## config.mk

```make
export PLATFORM = sky130hd
export DESIGN_NAME = wave_gen_dds
export DESIGN_NICKNAME = d
export VERILOG_FILES = /design/src/rtl/wave_gen_dds.sv
export SDC_FILE = /design/constraint.sdc
export NUM_CORES = 1
export LEC_CHECK = 0
export ABC_AREA = 1
export CAP_MARGIN = 20
export CELL_PAD_IN_SITES_DETAIL_PLACEMENT = 0
export CELL_PAD_IN_SITES_GLOBAL_PLACEMENT = 1
export CORE_ASPECT_RATIO = 0.8
export CORE_UTILIZATION = 44
export DETAILED_ROUTE_END_ITERATION = 8
export PLACE_DENSITY_LB_ADDON = 0.1
export SYNTH_ARGS = -nofsm -noshare
export SYNTH_HDL_FRONTEND = slang
export SYNTH_SLANG_ARGS = --single-unit
```

## constraint.sdc

```tcl
create_clock -name clk -period 6.59 [get_ports clk]
set_input_delay 0.659 -clock clk [delete_from_list [all_inputs] [get_ports clk]]
set_output_delay 0.659 -clock clk [all_outputs]
set_load 0.02 [all_outputs]
```

## src/rtl/wave_gen_dds.sv

```systemverilog
// rtl/wave_gen_dds.sv - DDS waveform generator (triangle/saw/square/DC) for the DAC path
// Phase accumulator plus three registered stages: shape, amplitude scale, offset with saturation.
module wave_gen_dds #(
    parameter int DATA_W  = 8,
    parameter int PHASE_W = 32,
    parameter int AMP_W   = 8
) (
    input  logic               clk,
    input  logic               rst_n,
    input  logic               en,
    input  logic               cfg_load,
    input  logic [PHASE_W-1:0] cfg_freq,
    input  logic [PHASE_W-1:0] cfg_phase,
    input  logic [1:0]         cfg_mode,
    input  logic [AMP_W-1:0]   cfg_amp,
    input  logic [DATA_W-1:0]  cfg_offset,
    output logic               cfg_busy,
    output logic               phase_sync,
    output logic [DATA_W-1:0]  dout,
    output logic               dout_valid
);

    localparam int U_W    = DATA_W + 1;
    localparam int PROD_W = DATA_W + AMP_W + 1;

    logic [PHASE_W-1:0] r_acc;
    logic [PHASE_W-1:0] r_freq, r_phase;
    logic [1:0]         r_mode;
    logic [AMP_W-1:0]   r_amp;
    logic [DATA_W-1:0]  r_offset;
    logic [PHASE_W-1:0] r_sh_freq, r_sh_phase;
    logic [1:0]         r_sh_mode;
    logic [AMP_W-1:0]   r_sh_amp;
    logic [DATA_W-1:0]  r_sh_offset;
    logic               r_busy;
    logic               r_sync;
    logic [DATA_W-1:0]  r_shape;
    logic [DATA_W-1:0]  r_scaled;
    logic [DATA_W-1:0]  r_dout;
    logic [2:0]         r_valid;

    logic [PHASE_W:0]   w_acc_sum;
    logic               w_wrap;
    logic               w_direct;
    logic               w_apply;
    logic [PHASE_W-1:0] w_p;
    logic [U_W-1:0]     w_u;
    logic [DATA_W-1:0]  w_shape;
    logic [AMP_W:0]     w_gain;
    logic [PROD_W-1:0]  w_prod;
    logic [DATA_W:0]    w_off_sum;

    assign w_acc_sum = {1'b0, r_acc} + {1'b0, r_freq};
    assign w_wrap    = en & w_acc_sum[PHASE_W];
    // A stopped or idle generator has no period boundary to wait for.
    assign w_direct  = ~en | (r_freq == '0);
    assign w_apply   = r_busy & (w_wrap | ~en);

    always_ff @(posedge clk) begin
        if (!rst_n) begin
            r_acc       <= '0;
            r_freq      <= '0;
            r_phase     <= '0;
            r_mode      <= 2'd0;
            r_amp       <= '1;
            r_offset    <= '0;
            r_sh_freq   <= '0;
            r_sh_phase  <= '0;
            r_sh_mode   <= 2'd0;
            r_sh_amp    <= '0;
            r_sh_offset <= '0;
            r_busy      <= 1'b0;
            r_sync      <= 1'b0;
        end else begin
            if (en) begin
                r_acc <= w_acc_sum[PHASE_W-1:0];
            end
            r_sync <= w_wrap;
            if (w_apply) begin
                r_freq   <= r_sh_freq;
                r_phase  <= r_sh_phase;
                r_mode   <= r_sh_mode;
                r_amp    <= r_sh_amp;
                r_offset <= r_sh_offset;
                r_busy   <= 1'b0;
            end
            // A load later in this block wins over a shadow apply on the same edge.
            if (cfg_load) begin
                if (w_direct) begin
                    r_freq   <= cfg_freq;
                    r_phase  <= cfg_phase;
                    r_mode   <= cfg_mode;
                    r_amp    <= cfg_amp;
                    r_offset <= cfg_offset;
                    r_busy   <= 1'b0;
                end else begin
                    r_sh_freq   <= cfg_freq;
                    r_sh_phase  <= cfg_phase;
                    r_sh_mode   <= cfg_mode;
                    r_sh_amp    <= cfg_amp;
                    r_sh_offset <= cfg_offset;
                    r_busy      <= 1'b1;
                end
            end
        end
    end

    assign w_p = r_acc + r_phase;
    assign w_u = U_W'(w_p >> (PHASE_W - U_W));

    always_comb begin
        w_shape = '0;
        case (r_mode)
            2'd0:    w_shape = w_u[DATA_W] ? ~w_u[DATA_W-1:0] : w_u[DATA_W-1:0];
            2'd1:    w_shape = w_u[DATA_W:1];
            2'd2:    w_shape = {DATA_W{w_u[DATA_W]}};
            default: w_shape = '1;
        endcase
    end

    // Gain of amp+1 over 2^AMP_W makes all-ones amp an exact pass-through.
    assign w_gain    = {1'b0, r_amp} + (AMP_W + 1)'(1);
    assign w_prod    = PROD_W'(r_shape) * PROD_W'(w_gain);
    assign w_off_sum = {1'b0, r_scaled} + {1'b0, r_offset};

    always_ff @(posedge clk) begin
        if (!rst_n) begin
            r_shape  <= '0;
            r_scaled <= '0;
            r_dout   <= '0;
            r_valid  <= 3'b000;
        end else begin
            r_shape  <= w_shape;
            r_scaled <= DATA_W'(w_prod >> AMP_W);
            r_dout   <= w_off_sum[DATA_W] ? '1 : w_off_sum[DATA_W-1:0];
            r_valid  <= {r_valid[1:0], en};
        end
    end

    assign cfg_busy   = r_busy;
    assign phase_sync = r_sync;
    assign dout       = r_dout;
    assign dout_valid = r_valid[2];

endmodule

```

==> impl_metrics.json <==
{
  "wl_per_cell_microns": 16.8,
  "clk_latency_ns": 0.57,
  "antenna_found_initial": 4,
  "setup_viol": 0,
  "post_cts_buffers": 0,
  "peakVddDrop_mv": 0.177,
  "crit_slowest_cell": "o21ai_0",
  "seq_area_sq_um": 4510,
  "dieWidth_microns": 216,
  "syn_inst": 2468,
  "syn_nets": 2699,
  "syn2layout_area_growth_pct": 12.3,
  "hold_violations": 0,
  "layout_setup_ws_ns": 0.819,
  "stdcell_area_sq_um": 18200,
  "hold_start": "r_valid[1]",
  "grt_max_degree": 91,
  "grt_pass1_vias": 14100,
  "fmax_mhz": 173,
  "synth_edf_count": 0,
  "skew_ns": 0.0145,
  "drtPass1Iterations": 5,
  "tightest_slew_ns": 0.957,
  "ant_nets": 0,
  "avgSynthCellArea_sq_um": 6.56,
  "powerDensity_nw_per_um2": 249,
  "drt-vias-per-instance": 5.11,
  "crit_path_end_kind": "flip-flop",
  "status": "completed",
  "worstSetupPathType": "flip-flop to flip-flop",
  "die_y_microns": 174,
  "grt-ovfl-total": 0,
  "io_pins": 97,
  "synth.distinct_cells": 42,
  "syn_area_sq_um": 16200,
  "synth_common_cells": "555 x nand2_1, 403 x inv_1, 293 x nor2_1",
  "power_leakage_nw": 9.01,
  "hold_class": "flip-flop to flip-flop",
  "dpl_cell_area_sq_um": 17300,
  "cts.htree.levels": 1,
  "dp_hpwl_mm": 38.6,
  "synth.area.mux_share_pct": 0,
  "synth_xor_area_share_pct": 1.30,
  "cts_buffers": 27,
  "worstPathRequired_ns": 7.09,
  "grt_pass1_wl_mm": 79.8,
  "r2r_cells": 19,
  "yosys.area.top_type": "dfxtp_1",
  "synth-compound-area-share_pct": 15.0,
  "yosys-top-cells-area": "dfxtp_1 28%, nand2_1 13%, inv_1 9.3%, ha_1 8.0%, nor2_1 6.8%",
  "design.die.area_sq_um": 37600,
  "numClockSinks": 225,
  "drive_gt1_share_pct": 4.94,
  "ys_seq_area_share_pct": 27.8,
  "path_max_fanout": 7,
  "nets": 2738,
  "drt-initial-drc-count": 1163,
  "slowest_delay_ns": 0.71,
  "yosysTopAreaCellShare_pct": 27.8,
  "min_to": "r_valid[2]",
  "clk_pin_slew_ns": 0.07,
  "rows": 62,
  "regToRegSetupSlack_ns": 0.82,
  "start_util_pct": 44.9,
  "cts-root-buf": "clkbuf_16",
  "ys_ff_latch": 225,
  "worstPathCellList": "inv_1 -> nor3_1 -> xor2_1 -> nor2_1 -> fa_1 -> fa_1 -> fa_1 -> inv_1 -> fa_1 -> inv_1 -> ha_1 -> nand4_1 -> o21ai_0 -> nand2_1 -> nand2_1 -> nand2_1 -> nand3_1 -> nand2_1 -> nor2_1",
  "vias": 15400,
  "cap_violations": 0,
  "multi_input_area_sq_um": 9680,
  "cp_data_arrival_time_ns": 6.27,
  "drt_wl_total_mm": 50.5,
  "rr_startpoint": "r_amp[0]",
  "fin_crit_sh_pct": 87.6,
  "rsz0062_at_grt": "false",
  "timing.setup.tns_ns": 0,
  "synth_top_family_by_area": "simple AND/OR/NAND/NOR gates",
  "drv_slew": 0,
  "grt_usage_pct": 27.1,
  "core-area_sq_um": 36100,
  "slew_headroom_pct": 36.2,
  "synthSimpleGateAreaFrac_pct": 30.2,
  "dpl_worst_slack_ns": 0.858,
  "hold_buffers": 0,
  "place_congestion": 0.962,
  "post-route-min-period_ns": 5.77,
  "cts_buffer_depth": 3,
  "synth_ff_type": "dfxtp_1",
  "async_flop_share_pct": 0,
  "start_kind": "flip-flop",
  "synth_fa_ha_area_share_pct": 13.2,
  "ys_warn_count": 0,
  "io_buffers": 96,
  "worstReg2RegEnd": "r_scaled[4]",
  "synth.most_common_cell": "nand2_1",
  "cts_tree": "done",
  "whs_path_depth": 2,
  "drc": 0,
  "ctsResizeCount": 0,
  "nFillCells": 3731,
  "power_mw": 4.53
}
## layer usage
metal  global-route usage, %  vias up  part of all wire, %
met5                       0        -                    0
met4                    4.43        0                  1.4
met3                    4.75       43                  7.9
met2                    37.5      381                   38
met1                    43.3     7050                   52
li1                        -     7920                    -
## cells in the final DEF (no fill, tap or decap), drive strengths merged, types with 38 or more instances in the layout
| cell type | synthesis | layout |
|---|---|---|
| a21boi | 38 | 38 |
| a21oi | 190 | 190 |
| clkdlybuf4s50 | 0 | 94 |
| dfxtp | 225 | 225 |
| fa | 42 | 42 |
| ha | 103 | 103 |
| inv | 403 | 404 |
| nand2 | 563 | 563 |
| nand3 | 209 | 209 |
| nor2 | 295 | 295 |
| o21ai | 190 | 190 |
## stage by stage
| step | cells | hold WS (ns) | util (%) |
|---|---|---|---|
| after floorplan | 2468 | 0.390 | - |
| after global placement | 2958 | 0.415 | 48.0 |
| after detailed placement | 2958 | 0.416 | 48.0 |
| after CTS | 3008 | 0.433 | 50.4 |
| after global routing | 3010 | 0.451 | 50.4 |
| final | 3011 | 0.429 | 50.4 |
## flip-flops by register name (all words and copies together) (netlist names), 32 cells and up
register / cells
r_phase: 32
r_sh_phase: 32
r_sh_freq: 32
r_acc: 32
r_freq: 32
## cell type report
cell class	instances	share of cell area [%]
Tap cell	480	3.30
Multi-Input combinational cell	1744	53.2
Sequential cell	225	24.8
Clock buffer	35	3.94
Clock inverter	15	0.709
Inverter	403	8.32
Timing Repair Buffer	106	5.66
Antenna cell	3	0.0413
## where the power goes
part	switching, mW	total (mW)	internal (mW)	leakage (nW)
combinational	0.899	1.44	0.541	6.74
clock	0.653	1.47	0.813	0.408
sequential	0.131	1.62	1.49	1.86
total	1.68	4.53	2.85	9.01
## worst max-delay path, delay by kind of cell (launching register included)
family | cells | cell delay (ns)
adders and majority gates | 5 | 2.40
and+or+nand+nor | 9 | 1.27
AOI/OAI and AO/OA | 1 | 0.71
xor gates and xnor gates | 1 | 0.62
DFF | 1 | 0.45
buffers and inverters | 3 | 0.23
## worst max-delay path by stage
| stage | startpoint | endpoint | slack, ns | cells past startpoint |
|---|---|---|---|---|
| after detailed placement | r_amp[0] | r_scaled[6] | 0.86 | 19 |
| after CTS | r_amp[0] | r_scaled[4] | 0.83 | 19 |
| after floorplan | r_amp[0] | r_scaled[6] | 1.79 | 22 |
| after global placement | r_amp[0] | r_scaled[6] | 1.01 | 19 |
| after global routing | r_amp[0] | r_scaled[4] | 0.44 | 19 |
| final | r_amp[0] | r_scaled[4] | 0.82 | 19 |
## kinds of logic (layout without fill, tap and decap cells)
| group | count (synthesis) | after routing |
|---|---|---|
| xor+xnor | 24 | 24 |
| flops | 225 | 225 |
| other cells | 0 | 3 |
| compound gates | 450 | 450 |
| buf+inv | 499 | 559 |
| simple gates | 1125 | 1125 |
| fa+ha+maj | 145 | 145 |
No activity file was read; power rests on OpenSTA's default activity.
